[src/rtl/si534x_config_sequencer.sv]
// Walks a register ROM and programs up to NUM_DEV Si534x parts through a byte-level I2C controller.
// Build option: define SI534X_VERIFY_EN to read back and compare every register write.
module si534x_config_sequencer #(
  parameter int                   NUM_DEV    = 2,
  parameter logic [NUM_DEV*7-1:0] DEV_ADDR   = {7'h75, 7'h74},
  parameter int                   ROM_LEN    = 512,
  parameter int                   ROM_AW     = $clog2(ROM_LEN),
  parameter int                   CLK_PER_NS = 8,
  parameter int                   PAUSE_NS   = 300_000_000
) (
  input  logic               clk_i,
  input  logic               arstn_i,
  input  logic               load_i,
  input  logic [NUM_DEV-1:0] dev_mask_i,
  output logic [ROM_AW-1:0]  rom_addr_o,
  input  logic [23:0]        rom_data_i,
  output logic               cmd_valid_o,
  input  logic               cmd_ready_i,
  output logic               cmd_start_o,
  output logic               cmd_stop_o,
  output logic               cmd_read_o,
  output logic [7:0]         cmd_data_o,
  input  logic               rsp_valid_i,
  input  logic               rsp_nack_i,
  input  logic [7:0]         rsp_data_i,
  output logic               busy_o,
  output logic               done_o,
  output logic               err_o,
  output logic [2:0]         err_dev_o,
  output logic [ROM_AW-1:0]  err_idx_o,
  output logic [3:0]         dbg_state_o
);

  localparam int              PAUSE_CYC = (PAUSE_NS + CLK_PER_NS - 1) / CLK_PER_NS;
  localparam logic [31:0]     PAUSE_LD  = 32'(PAUSE_CYC - 1);
  localparam logic [ROM_AW-1:0] LAST_IDX = ROM_AW'(ROM_LEN - 1);

  typedef enum logic [3:0] {
    S_IDLE = 4'd0, S_SEL_DEV = 4'd1, S_FETCH = 4'd2, S_DECODE = 4'd3, S_PAGE_TX = 4'd4,
    S_REG_TX = 4'd5, S_VERIFY_TX = 4'd6, S_PAUSE = 4'd7, S_STOP_TX = 4'd8, S_DONE = 4'd9
  } state_t;

  state_t              r_state;
  logic [NUM_DEV-1:0]  r_mask;
  logic [2:0]          r_dev;
  logic [ROM_AW-1:0]   r_index;
  logic                r_cache_vld;
  logic [7:0]          r_cache_page, r_page, r_reg, r_data;
  logic [1:0]          r_byte;
  logic                r_out;
  logic [31:0]         r_cnt;
  logic                r_cmd_valid, r_cmd_start, r_cmd_stop;
  logic [7:0]          r_cmd_data;
  logic                r_busy, r_done, r_err;
  logic [2:0]          r_err_dev;
  logic [ROM_AW-1:0]   r_err_idx;

  logic                w_found;
  logic [2:0]          w_next;
  logic [NUM_DEV-1:0]  w_rest;
  logic [6:0]          w_addr;
  logic                w_start, w_stop, w_read, w_mismatch;
  logic [7:0]          w_data;
  logic [1:0]          w_last;

  // Lowest remaining device in the latched mask, and the mask with that bit cleared.
  always_comb begin
    w_found = 1'b0;
    w_next  = 3'd0;
    w_rest  = r_mask;
    w_addr  = DEV_ADDR[6:0];
    for (int i = 0; i < NUM_DEV; i++) begin
      if (r_mask[i] && !w_found) begin
        w_found   = 1'b1;
        w_next    = 3'(i);
        w_rest[i] = 1'b0;
      end
      if (r_dev == 3'(i)) w_addr = DEV_ADDR[i*7 +: 7];
    end
  end

  always_comb begin
    w_start = 1'b0;
    w_stop  = 1'b0;
    w_read  = 1'b0;
    w_data  = 8'h00;
    w_last  = 2'd2;
    case (r_state)
      S_PAGE_TX, S_REG_TX: begin
        case (r_byte)
          2'd0:    begin w_start = 1'b1; w_data = {w_addr, 1'b0}; end
          2'd1:    w_data = (r_state == S_PAGE_TX) ? 8'h01 : r_reg;
          default: begin w_stop = 1'b1; w_data = (r_state == S_PAGE_TX) ? r_page : r_data; end
        endcase
      end
`ifdef SI534X_VERIFY_EN
      S_VERIFY_TX: begin
        w_last = 2'd3;
        case (r_byte)
          2'd0:    begin w_start = 1'b1; w_data = {w_addr, 1'b0}; end
          2'd1:    w_data = r_reg;
          2'd2:    begin w_start = 1'b1; w_data = {w_addr, 1'b1}; end
          default: begin w_read = 1'b1; w_stop = 1'b1; end
        endcase
      end
`endif
      S_STOP_TX: begin w_stop = 1'b1; w_data = 8'hFF; w_last = 2'd0; end
      default: ;
    endcase
  end

`ifdef SI534X_VERIFY_EN
  assign w_mismatch = (r_state == S_VERIFY_TX) && w_read && (rsp_data_i != r_data);
`else
  logic w_unused_rsp;
  assign w_mismatch   = 1'b0;
  assign w_unused_rsp = ^rsp_data_i;
`endif

  // Handshake: a command is transferred on a cycle with cmd_valid_o && cmd_ready_i; fields hold
  // while valid is unanswered, and the next command is raised only after rsp_valid_i for this one.
  always_ff @(posedge clk_i or negedge arstn_i) begin
    if (!arstn_i) begin
      r_state <= S_IDLE;       r_mask <= '0;          r_dev <= 3'd0;
      r_index <= '0;           r_cache_vld <= 1'b0;   r_cache_page <= 8'h00;
      r_page <= 8'h00;         r_reg <= 8'h00;        r_data <= 8'h00;
      r_byte <= 2'd0;          r_out <= 1'b0;         r_cnt <= 32'd0;
      r_cmd_valid <= 1'b0;     r_cmd_start <= 1'b0;   r_cmd_stop <= 1'b0;
      r_cmd_data <= 8'h00;     r_busy <= 1'b0;        r_done <= 1'b0;
      r_err <= 1'b0;           r_err_dev <= 3'd0;     r_err_idx <= '0;
    end else begin
      r_done <= 1'b0;
      if (r_cmd_valid && cmd_ready_i) r_cmd_valid <= 1'b0;
      case (r_state)
        S_IDLE: if (load_i) begin
          r_mask    <= dev_mask_i;
          r_busy    <= 1'b1;
          r_err     <= 1'b0;
          r_err_dev <= 3'd0;
          r_err_idx <= '0;
          r_state   <= S_SEL_DEV;
        end
        S_SEL_DEV: if (w_found) begin
          r_dev       <= w_next;
          r_mask      <= w_rest;
          r_index     <= '0;
          r_cache_vld <= 1'b0;
          r_state     <= S_FETCH;
        end else begin
          r_busy  <= 1'b0;
          r_done  <= 1'b1;
          r_state <= S_DONE;
        end
        S_FETCH: r_state <= S_DECODE;
        S_DECODE: begin
          r_page <= rom_data_i[23:16];
          r_reg  <= rom_data_i[15:8];
          r_data <= rom_data_i[7:0];
          r_byte <= 2'd0;
          r_out  <= 1'b0;
          if (rom_data_i[23:8] == 16'hFFFF) begin
            r_cnt   <= PAUSE_LD;
            r_state <= S_PAUSE;
          end else if (!r_cache_vld || rom_data_i[23:16] != r_cache_page) r_state <= S_PAGE_TX;
          else r_state <= S_REG_TX;
        end
        S_PAUSE: if (r_cnt == 32'd0) begin
          if (r_index == LAST_IDX) r_state <= S_SEL_DEV;
          else begin r_index <= r_index + 1'b1; r_state <= S_FETCH; end
        end else r_cnt <= r_cnt - 32'd1;
        S_PAGE_TX, S_REG_TX, S_VERIFY_TX, S_STOP_TX: begin
          if (!r_out) begin
            r_cmd_valid <= 1'b1;
            r_cmd_start <= w_start;
            r_cmd_stop  <= w_stop;
            r_cmd_data  <= w_data;
            r_out       <= 1'b1;
          end else if (rsp_valid_i && (!r_cmd_valid || cmd_ready_i)) begin
            r_out <= 1'b0;
            if (r_state == S_STOP_TX) begin
              r_busy <= 1'b0; r_done <= 1'b1; r_state <= S_DONE;
            end else if ((!w_read && rsp_nack_i) || w_mismatch) begin
              if (!r_err) begin r_err <= 1'b1; r_err_dev <= r_dev; r_err_idx <= r_index; end
              r_byte <= 2'd0;
              // A read mismatch leaves the bus already stopped; a NACK needs an explicit STOP.
              if (w_mismatch) begin r_busy <= 1'b0; r_done <= 1'b1; r_state <= S_DONE; end
              else r_state <= S_STOP_TX;
            end else if (r_byte != w_last) r_byte <= r_byte + 2'd1;
            else begin
              r_byte <= 2'd0;
              case (r_state)
                S_PAGE_TX: begin
                  r_cache_page <= r_page;
                  r_cache_vld  <= 1'b1;
                  r_state      <= S_REG_TX;
                end
`ifdef SI534X_VERIFY_EN
                S_REG_TX: r_state <= S_VERIFY_TX;
`endif
                default: begin
                  if (r_index == LAST_IDX) r_state <= S_SEL_DEV;
                  else begin r_index <= r_index + 1'b1; r_state <= S_FETCH; end
                end
              endcase
            end
          end
        end
        S_DONE: r_state <= S_IDLE;
        default: r_state <= S_IDLE;
      endcase
    end
  end

`ifdef SI534X_VERIFY_EN
  logic r_cmd_read;
  always_ff @(posedge clk_i or negedge arstn_i) begin
    if (!arstn_i) r_cmd_read <= 1'b0;
    else if (!r_out && (r_state == S_VERIFY_TX)) r_cmd_read <= w_read;
    else if (!r_out && (r_state inside {S_PAGE_TX, S_REG_TX, S_STOP_TX})) r_cmd_read <= 1'b0;
  end
  assign cmd_read_o = r_cmd_read;
`else
  assign cmd_read_o = 1'b0;
`endif

  assign rom_addr_o  = r_index;
  assign cmd_valid_o = r_cmd_valid;
  assign cmd_start_o = r_cmd_start;
  assign cmd_stop_o  = r_cmd_stop;
  assign cmd_data_o  = r_cmd_data;
  assign busy_o      = r_busy;
  assign done_o      = r_done;
  assign err_o       = r_err;
  assign err_dev_o   = r_err_dev;
  assign err_idx_o   = r_err_idx;
  assign dbg_state_o = r_state;

endmodule
[config.mk]
export PLATFORM = sky130hd
export DESIGN_NAME = si534x_config_sequencer
export DESIGN_NICKNAME = d
export VERILOG_FILES = /design/src/rtl/si534x_config_sequencer.sv
export SDC_FILE = /design/constraint.sdc
export NUM_CORES = 1
export LEC_CHECK = 0
export CORE_ASPECT_RATIO = 1.1
export CORE_MARGIN = 4
export CORE_UTILIZATION = 35
export CTS_BUF_LIST = sky130_fd_sc_hd__clkbuf_4 sky130_fd_sc_hd__clkbuf_8 sky130_fd_sc_hd__clkbuf_16
export CTS_CLUSTER_DIAMETER = 50
export DETAILED_ROUTE_END_ITERATION = 6
export PLACE_DENSITY = 0.59
export SLEW_MARGIN = 25
export SYNTH_ARGS = -nofsm -noshare
export SYNTH_HDL_FRONTEND = slang
export SYNTH_SLANG_ARGS = --single-unit
[constraint.sdc]
create_clock -name clk_i -period 2.4 [get_ports clk_i]
set_input_delay 0.36 -clock clk_i [delete_from_list [all_inputs] [get_ports clk_i]]
set_output_delay 0.36 -clock clk_i [all_outputs]
set_load 0.01 [all_outputs]
======== Word level (Yosys, flattened, before mapping) ========
Index checks and enable logic that the tools add are counted.
word-level totals
  RAM bits ................................ 0
  bits of input ports ..................... 40
  register bits ........................... 112
  memories ................................ 0
  ROM bits ................................ 0
  bits in latches ......................... 0
  output and inout port bits .............. 40
cells by class
  $add $sub $neg .......................... 3
  div/mod/pow operators ................... 0
  eq/ne operators ......................... 32
  magnitude comparators ................... 0
  $mul .................................... 0
  bitwise logic cells ..................... 4
  shift operators ......................... 0
  muxes and demuxes ....................... 94
  reduce and logical (&&, ||, !) cells .... 34
operators with widths
  kind                                                  count
  2-to-1 mux 9 bit                                      15
  2-to-1 mux 32 bit                                     2
  one-hot mux 32 bit (2 select lines)                   1
  2-to-1 mux 4 bit                                      9
  2-to-1 mux 1 bit                                      35
  != test 2 bit (second input constant)                 17
  logical NOT 32 bit                                    1
  one-hot mux 8 bit (2 select lines)                    2
  subtractor 32 x 1 -> 32 bit (second input constant)   1
  one-hot mux 9 bit (3 select lines)                    1
  one-hot mux 4 bit (6 select lines)                    1
  2-to-1 mux 2 bit                                      10
  2-to-1 mux 3 bit                                      6
  one-hot mux 9 bit (2 select lines)                    1
  equality test 16 bit (second input constant)          1
  equality test 4 x 3 -> 1 bit (second input constant)  4
  2-to-1 mux 8 bit                                      2
  AND reduction 7 bit                                   2
  AND reduction 6 bit                                   2
  one-hot mux 1 bit (2 select lines)                    5
  nonzero test 2 bit                                    5
  adder 9 x 1 -> 9 bit (second input constant)          1
  equality test 9 bit (second input constant)           1
  AND reduction 9 bit                                   1
  26 further kinds                                      41

======== Logic depth before layout (Yosys ltp) ========
Gate-level depths: netlist of run 1.
  depth in word-level cells ............... 9
  gate-level depth with buffers ........... 11

======== Worst setup path after synthesis of run 1 ========
OpenSTA, ideal clock, no wires.
  path type ............................... reg2reg
  start point ............................. reg r_index[0], in the netlist rom_addr_o[0]
  end point ............................... reg r_index[0], in the netlist rom_addr_o[0]
  setup time .............................. 118 ps
  setup slack ............................. -144 ps
  clock period less this slack ............ 2544 ps
  data required time ...................... 2282 ps
  cell stages (with the launch flop) ...... 12
  data arrival time ....................... 2426 ps
  buffers on the path ..................... 1
  path through ............................ dfrtp_1 > ha_1 > and3_1 > and3_1 > and3_1 > ha_1 > inv_1 > o21ai_0 > a211o_1 > clkbuf_1 > nand2b_1 > a21o_1
between the ends
  word-level cells in the longest chain between the ends .. 9
  elaborated cells on any way between the ends .. 11
  classes of those cells .................. add/sub: 1; eq/ne: 1; mux: 9
ends and longest elaborated chain
  item                                                         line      text
  start: declaration                                           46        logic [ROM_AW-1:0] r_index;
  start signal: assignment                                     125       r_index <= '0; r_cache_vld <= 1'b0; r_cache_page <= 8'h00;
  start signal: assignment                                     146       r_index <= '0;
  start signal: assignment                                     169       else begin r_index <= r_index + 1'b1; r_state <= S_FETCH; end
  adder 9 x 1 -> 9 bit or equality test 9 bit (tied branches)  --
  2-to-1 mux 9 bit *                                           168, 201
  2-to-1 mux 9 bit                                             191       case (r_state)
  2-to-1 mux 9 bit                                             188       end else if (r_byte != w_last) r_byte <= r_byte + 2'd1;
  2-to-1 mux 9 bit                                             182       end else if ((!w_read && rsp_nack_i) || w_mismatch) begin
  2-to-1 mux 9 bit                                             180       if (r_state == S_STOP_TX) begin
  2-to-1 mux 9 bit                                             178       end else if (rsp_valid_i && (!r_cmd_valid || cmd_ready_i)) begin
  2-to-1 mux 9 bit                                             172       if (!r_out) begin
  one-hot mux 9 bit (3 select lines) *                         134       case (r_state)
Every way passes the cells marked *; elsewhere a longest branch is shown, timed or not. The select of a mux whose other input is x is not followed.
A chain may end at the register's enable or synchronous reset.

======== Final worst setup path of run 1 ========
  start point ............................. reg r_index[0], in the netlist rom_addr_o[0]
  end point ............................... reg r_index[7], in the netlist rom_addr_o[7]
Same word-level chain as after synthesis.

==> results of run 1 <==
-- layout make-up --
cell class	count	area [µm²]	share of cell area [%]
flip-flops and latches	108	2710	37.0
inverters	11	41.3	0.564
repair buffers	139	1250	17.0
multi-input cells	415	2770	37.8
well taps	196	245	3.35
clock inverters	1	30.0	0.410
clock buffers	14	282	3.85
-- synthesized netlist by cell type (8+ instances only) --
| cell type | instances | area share (%) |
|---|---|---|
| a21oi_1 | 16 | 1.5 |
| a22o_1 | 19 | 3.0 |
| clkbuf_1 | 24 | 1.6 |
| dfrtp_1 | 108 | 49 |
| inv_1 | 11 | 0.76 |
| mux2_2 | 13 | 2.7 |
| mux2i_1 | 13 | 2.4 |
| nand2_1 | 101 | 6.9 |
| nand3_1 | 16 | 1.5 |
| nand4_1 | 9 | 1.0 |
| nor2_1 | 30 | 2.1 |
| nor3_1 | 15 | 1.4 |
| nor4_1 | 10 | 1.1 |
| o21ai_0 | 28 | 2.6 |
| o31ai_1 | 12 | 1.6 |
| or3_1 | 9 | 1.0 |
| or4_1 | 9 | 1.2 |
| xnor2_1 | 11 | 1.8 |
| xor2_1 | 8 | 1.3 |
-- layer usage --
layer	share of wire, %	vias up	global-route usage (%)
li1	-	2288	-
met1	46	2349	22.2
met2	49	81	26.2
met3	3.2	21	2.97
met4	2.1	0	5.59
met5	0	-	0
-- tightest hold or removal path, delay by kind of cell, from the launching register on --
family,cells,cell delay [ns]
flip-flops,1,0.34
AND/OR/NAND/NOR,2,0.10
-- timing repair --
| item | 4_1_cts | 5_1_grt |
|---|---|---|
| hold buffers | 1 | 0 |
| resized for setup | 8 | 29 |
| pin swaps | 4 | 10 |
| hold endpoints to repair | 33 | 0 |
| setup endpoints to repair | 9 | 40 |
| setup buffers | 3 | 5 |
-- where the power goes --
group	switching [mW]	internal (mW)	leakage (nW)	total, mW
combinational	1.46	1.27	1.57	2.72
sequential	0.327	2.25	1.30	2.57
clock	0.655	0.914	0.156	1.57
total	2.44	4.43	3.03	6.86
-- metrics by stage --
stage | power [mW] | instance area, µm² | utilization [%] | hold slack [ns]
2_1_floorplan | 4.05 | 5510 | - | 0.0644
3_3_place_gp | 5.10 | 6770 | 44.6 | 0.359
3_5_place_dp | 5.16 | 6770 | 44.6 | 0.360
4_1_cts | 6.75 | 7160 | 47.2 | 0.474
5_1_grt | 7.35 | 7320 | 48.2 | 0.496
6_report | 6.86 | 7320 | 48.2 | 0.469
-- path summary, 6_finish.rpt --
path | start | to | slack (ns) | cells past startpoint
worst max-delay path | rom_addr_o[0] | rom_addr_o[7] | -0.06 | 10
worst min-delay path | r_data[0] | r_data[0] | 0.47 | 2
worst max register to register | rom_addr_o[0] | rom_addr_o[7] | -0.06 | 10
worst min register to register | r_data[0] | r_data[0] | 0.47 | 2
max in group asynchronous | arstn_i | r_cnt[10] | 1.20 | 3
min in group asynchronous | arstn_i | r_data[5] | 0.51 | 2
-- logic make-up after synthesis --
| logic type | share of synthesized area [%] |
|---|---|
| compound gates | 15.7 |
| xor+xnor | 3.04 |
| fa+ha+maj | 1.37 |
| buf+inv | 3.32 |
| flops | 49.4 |
| mux | 5.06 |
| other cells | 0.0686 |
| simple gates | 22.0 |
==> impl_metrics.toml, run 1 <==
[setup_path]
crit_slowest_cell = "or4_1"
cpLargestDelayFamily = "simple AND/OR/NAND/NOR gates"
worst_ep_required_time_ns = 2.68
path_class = "flop to flop"
start_kind = "flop"
cp_max_fo = 5
worst_ep_arrival_time_ns = 2.73
timing.critical_path.mode_cell = "and3_4"
cp-end-kind = "flop"
cp_num_buf_inv = 1
cp_cell_sequence = "ha_4, and3_4, and3_4, and3_4, ha_4, inv_2, o21ai_2, a211o_4, or4_1, a21oi_1"
crit_path_max_incr_delay_ns = 0.48

[global_route]
grt_pass1_wl_mm = 23.6
antenna_found_initial = 0
grt_overflow = 0
grt_usage_pct = 16.3
grt_pass1_vias = 4669
grt_max_degree = 58

[cells_and_area]
final_common_cell = "dfrtp_1"
largest-register = "r_cnt"
final_layout_size_suffix_gt1_share_pct = 20.5
fill_cells = 1409
synthToLayoutAreaGrowth_pct = 33.8
finalNonFillerCells = 884
antenna_cells_inserted = 0
final_nets = 730
largest_register_ff_count = 32
final_cell_mix = "dfrtp_1 (105), nand2_1 (100), clkdlybuf4s50_1 (67), buf_4 (67), nor2_1 (30)"

[sta]
final_max_slew_viol_count = 0
fin_setup_tns_ns = -0.0665
setup_viol = 2
hold_viol = 0
rsz0062_at_grt = "true"
fmax_mhz = 407
period_minus_slack_ns = 2.46
layout_setup_ws_ns = -0.0580
slew_headroom_pct = 53.9
fin_crit_sh_pct = 102
skew_ns = 0.00496
worst_pin_slew_ns = 0.689

[clock_network]
clk_latency_ns = 0.35
cts_tree = "built"
clockBufferDepth = 2
cts_buffers = 9
clk_root_buffer_cell = "clkbuf_16"
cts_sinks = 108
clkTransAtPathRegs_ns = 0.07
h-tree-depth = 3

[floorplanning]
io_pins = 80
core-area_um2 = 15200
die_y_um = 139
rows = 47
start_util_pct = 36.0
chipWidth_um = 127
dieArea_um2 = 17700

[routing]
routed_wl_mm = 14.1
drc_errors = 0
drtPass1Iterations = 4
num_vias = 4739
vias_per_cell = 5.36
routedWlPerCell_um = 15.9
ant_nets = 0
drtIter0Drc = 367

[logic_synthesis]
synth_edf_count = 0
yosysUniqueCellTypes = 56
syn_avg_cell_area_um2 = 9.69
async_reset_ff_share_pct = 100
synth-seq-cells = 108
ys_seq_area_share_pct = 49.4
syn_area_um2 = 5470
ys_dominant_reg_cell = "dfrtp_1"
yosys_warnings = 0
synthCells = 564

[placement]
routabilityCongestion = 0.835
hpwlAfterDp_mm = 10.1
dp.cells = 860
port-buffer-count = 68
dp_slack_ns = -0.114

[status]
status = "finished with violations"
violations = "setup timing"

[run]
maxCapViolations = 0

[hold_path]
hp-class = "flop to flop"

[pwr]
ir_worst_vdd_uv = 417
leakagePower_nw = 3.03
powerDensity_nw_per_um2 = 938
Power figures use the tool's default switching activity.
==> inputs of run 2 (changes only) <==
--- a/config.mk
+++ b/config.mk
@@ -12,6 +12,7 @@
 export CTS_CLUSTER_DIAMETER = 50
 export DETAILED_ROUTE_END_ITERATION = 6
 export PLACE_DENSITY = 0.59
+export REMOVE_ABC_BUFFERS = 1
 export SLEW_MARGIN = 25
 export SYNTH_ARGS = -nofsm -noshare
 export SYNTH_HDL_FRONTEND = slang
==> impl_metrics.toml, run 2 (synthesized netlist as in run 1, its figures left out) <==
[pwr]
total_power_mw = 6.69
ir_worst_vdd_uv = 452
powerDensity_nw_per_um2 = 924
leakagePower_nw = 3.01

[cells_and_area]
final_layout_size_suffix_gt1_share_pct = 19.7
largest-register = "r_cnt"
final_common_cell = "dfrtp_1"
antenna_cells_inserted = 0
final_cell_mix = "dfrtp_1 (108), nand2_1 (101), buf_4 (69)"
fin_util_pct = 47.8
largest_register_ff_count = 32
fill_cells = 1444
synthToLayoutAreaGrowth_pct = 32.5
final_nets = 729

[placement]
hpwlAfterDp_mm = 10.1
routabilityCongestion = 0.844
port-buffer-count = 68
dp_slack_ns = -0.164

[routing]
routed_wl_mm = 14.1
met1_length_mm = 6.77
routedWlPerCell_um = 15.9
highest_layer = "met4"
wl_met2_mm = 6.57
drtPass1Iterations = 5
num_vias = 4721
wl_met3_um = 507
drc_errors = 0
drtIter0Drc = 295
ant_nets = 0
vias_per_cell = 5.35

[floorplanning]
dieArea_um2 = 17700
rows = 47
start_util_pct = 36.0
die_y_um = 139
core-area_um2 = 15200
chipWidth_um = 127
io_pins = 80

[clock_network]
clk_latency_ns = 0.35
hold_buffers = 0
cts_tree = "built"
h-tree-depth = 3
clkTransAtPathRegs_ns = 0.07
clk_root_buffer_cell = "clkbuf_16"
cts_sinks = 108
cts_buffers = 9
clockBufferDepth = 2

[setup_path]
worst_ep_required_time_ns = 2.68
cp_max_fo = 5
start_kind = "flop"
cp-end-kind = "flop"
path_class = "flop to flop"
worst_ep_arrival_time_ns = 2.69

[sta]
setup_viol = 1
fin_crit_sh_pct = 100
fmax_mhz = 415
skew_ns = 0.00838
worst_pin_slew_ns = 0.760
layout_setup_ws_ns = -0.00854
slew_headroom_pct = 49.1
period_minus_slack_ns = 2.41
hold_viol = 0
final_max_slew_viol_count = 0
fin_setup_tns_ns = -0.00854
rsz0062_at_grt = "true"

[global_route]
antenna_found_initial = 0
grt_usage_pct = 16.1
grt_overflow = 0
grt_pass1_wl_mm = 23.5
grt_pass1_vias = 4663
grt_max_degree = 47

[status]
status = "finished with violations"
violations = "setup timing"

[run]
maxCapViolations = 0

[hold_path]
hp-class = "input port to async pin"
-- run 2: changes by cell type in the layout (fill, tap and decap cells not counted), moves of 3 or more --
cell and delta:
a2111oi_0 -4, a2111oi_2 +4, dfrtp_1 +3, dfrtp_2 -3, o31ai_1 +4, o31ai_4 -3
-- run 2: what timing repair did --
action | 4_1_cts | 5_1_grt
cloned | 0 | 0
setup buffers | 2 | 2
gates resized for setup | 10 | 25
endpoints found under the setup margin | 11 | 22
pin swaps | 5 | 3
-- run 2: metal layers --
layer / track usage, % / up-vias
met5: 0 / -
met4: 5.59 / 0
met3: 2.31 / 16
met2: 25.5 / 107
met1: 22.7 / 2306
li1: - / 2292
-- run 2: path summary, 6_finish.rpt --
| check | from | slack [ns] | depth (start not counted) | end |
|---|---|---|---|---|
| min in group clk_i | r_data[3] | 0.48 | 2 | r_data[3] |
| worst max register to register | rom_addr_o[1] | -0.009 | 10 | rom_addr_o[7] |
| worst min register to register | r_data[3] | 0.48 | 2 | r_data[3] |
| worst max-delay path | rom_addr_o[1] | -0.009 | 10 | rom_addr_o[7] |
| worst min-delay path | arstn_i | 0.005 | 1 | err_idx_o[8] |
| max in group asynchronous | arstn_i | 1.68 | 2 | r_cnt[26] |
-- run 2: power breakdown --
group | total (mW) | switching [mW] | internal (mW)
clock | 1.61 | 0.662 | 0.950
sequential | 2.59 | 0.353 | 2.24
combinational | 2.49 | 1.33 | 1.15
-- run 2: per-stage QoR --
step / hold slack, ns / std cells / cell area, µm²
final: 0.00550 / 883 / 7250
after CTS: 0.0101 / 881 / 7140
after global routing: 0.0462 / 883 / 7250
after detailed placement: 0.386 / 864 / 6770
after global placement: 0.382 / 864 / 6770
after floorplan: 0.0644 / 534 / 5340
-- run 2: critical path, cell delays in order, from the launching register on --
cell	delay [ns]
dfrtp_1	0.39
ha_2	0.20
and3_4	0.15
and3_4	0.18
and3_4	0.18
ha_4	0.16
inv_2	0.05
o21ai_2	0.04
a211o_1	0.37
or4_4	0.50
a21oi_2	0.14
-- run 2: area by class of cell --
class	instances	area (µm²)	area share, %
multi-input cells	415	2720	37.5
flip-flops and latches	108	2700	37.3
repair buffers	138	1220	16.8
clock buffers	11	246	3.40
well taps	196	245	3.38
clock inverters	4	73.8	1.02
inverters	11	41.3	0.570
==> inputs of run 3 (changes only) <==
--- a/config.mk
+++ b/config.mk
@@ -11,8 +11,10 @@
 export CTS_BUF_LIST = sky130_fd_sc_hd__clkbuf_4 sky130_fd_sc_hd__clkbuf_8 sky130_fd_sc_hd__clkbuf_16
 export CTS_CLUSTER_DIAMETER = 50
 export DETAILED_ROUTE_END_ITERATION = 6
+export HOLD_SLACK_MARGIN = 0.1
 export PLACE_DENSITY = 0.59
 export REMOVE_ABC_BUFFERS = 1
+export SETUP_SLACK_MARGIN = 0.2
 export SLEW_MARGIN = 25
 export SYNTH_ARGS = -nofsm -noshare
 export SYNTH_HDL_FRONTEND = slang
==> impl_metrics.toml, run 3 (synthesized netlist as in run 1, its figures left out) <==
[clock_network]
cts_tree = "built"
clockBufferDepth = 2
cts_sinks = 108
clkTransAtPathRegs_ns = 0.07
h-tree-depth = 3
clk_root_buffer_cell = "clkbuf_16"
clk_latency_ns = 0.35
cts_buffers = 9

[cells_and_area]
final_common_cell = "dfrtp_1"
final_layout_size_suffix_gt1_share_pct = 27.0
largest-register = "r_cnt"
antenna_cells_inserted = 0
synthToLayoutAreaGrowth_pct = 42.7
final_cell_mix = "dfrtp_1 (106), nand2_1 (98), clkdlybuf4s50_1 (67), buf_4 (67), nor2_1 (28)"
largest_register_ff_count = 32
final_nets = 743
fin_area_um2 = 7800
finalNonFillerCells = 897

[floorplanning]
core-area_um2 = 15200
start_util_pct = 36.0
die_y_um = 139
dieArea_um2 = 17700
rows = 47
io_pins = 80
chipWidth_um = 127

[sta]
timing.hold.ws_ns = 0.478
skew_ns = 0.00620
final_max_slew_viol_count = 0
slew_headroom_pct = 54.7
hold_viol = 0
fin_crit_sh_pct = 101
setup_viol = 2
worst_pin_slew_ns = 0.677
period_minus_slack_ns = 2.42
fmax_mhz = 413
rsz0062_at_grt = "true"
layout_setup_ws_ns = -0.0229

[routing]
ant_nets = 0
vias_per_cell = 5.37
drtPass1Iterations = 4
num_vias = 4821
routedWlPerCell_um = 16.7
routed_wl_mm = 15.0
drtIter0Drc = 364
drc_errors = 0

[global_route]
grt_max_degree = 47
grt_pass1_wl_mm = 24.0
antenna_found_initial = 0
grt_usage_pct = 16.5
grt_pass1_vias = 4779
grt_overflow = 0

[hold_path]
hp-class = "flop to flop"

[status]
violations = "setup timing"
status = "finished with violations"

[placement]
dpl-instance-area_um2 = 6770
dp_slack_ns = -0.164
routabilityCongestion = 0.844
hpwlAfterDp_mm = 10.1
dp.cells = 864
port-buffer-count = 68

[run]
maxCapViolations = 0

[setup_path]
cp-end-kind = "flop"
start_kind = "flop"
worst_ep_required_time_ns = 2.63
path_class = "flop to flop"
cp_max_fo = 5
worst_ep_arrival_time_ns = 2.65

[pwr]
powerDensity_nw_per_um2 = 911
leakagePower_nw = 3.21
ir_worst_vdd_uv = 450
## run 3: cell types whose count changed in the layout (fill, tap and decap cells not counted), moves of 5 or more
cell	delta
o21ai_0	-5
o31ai_1	-6
buf_6	+11
o31ai_4	+6
## run 3: where the power goes
group	total [mW]	leakage (nW)	internal [mW]	switching, mW
Sequential	2.61	1.30	2.25	0.365
Combinational	2.89	1.76	1.38	1.51
Clock	1.61	0.159	0.950	0.662
Total	7.11	3.21	4.58	2.53
## run 3: cell type report
type | instances | area, µm²
clock inverter | 4 | 73.8
fill | 1390 | 7370
sequential | 108 | 2710
multi-input combinational | 416 | 3110
tap | 196 | 245
inverter | 11 | 41.3
clock buffer | 11 | 246
timing repair buffer | 151 | 1380
## run 3: layer usage
metal  GRT usage [%]  wire, µm  vias up
li1                -         -     2321
met2            26.3      7060      116
met3            2.27       579       13
met5               0         0        -
met4            5.59       193        0
met1            23.0      7140     2371
## run 3: stage by stage
stage	setup TNS, ns	util, %	power [mW]
5_1_grt	-0.429	51.4	7.54
2_1_floorplan	-24.74	-	3.96
4_1_cts	0	48.3	6.86
6_report	-0.0236	51.4	7.11
3_3_place_gp	-0.291	44.6	5.00
3_5_place_dp	-0.890	44.6	5.07
## run 3: path summary, 6_finish.rpt
kind,slack (ns),endpoint,cells past startpoint,start
worst min-delay path,0.48,r_reg[0],2,r_reg[0]
worst min register to register,0.48,r_reg[0],2,r_reg[0]
worst max register to register,-0.02,rom_addr_o[3],12,rom_addr_o[1]
min in group asynchronous,0.55,err_idx_o[8],2,arstn_i
max in group asynchronous,1.13,r_cnt[26],3,arstn_i
worst max-delay path,-0.02,rom_addr_o[3],12,rom_addr_o[1]
## run 3: critical path, stage by stage, from the launching register on
cell     delay, ns
dfrtp_1       0.38
ha_2          0.19
and3_4        0.15
and3_4        0.18
and3_4        0.18
ha_4          0.16
inv_2         0.06
o21ai_2       0.05
a211o_4       0.37
buf_6         0.13
buf_8         0.12
o31ai_4       0.23
o21ai_1       0.10
## run 3: timing repair
action                     in CTS  in global routing
hold endpoints to repair       40                  0
hold buffers                    1                  0
cloned                          0                  1
setup buffers                   7                  9
gates resized for setup        49                 75
setup endpoints to repair      37                 68
pin swaps                       9                 31
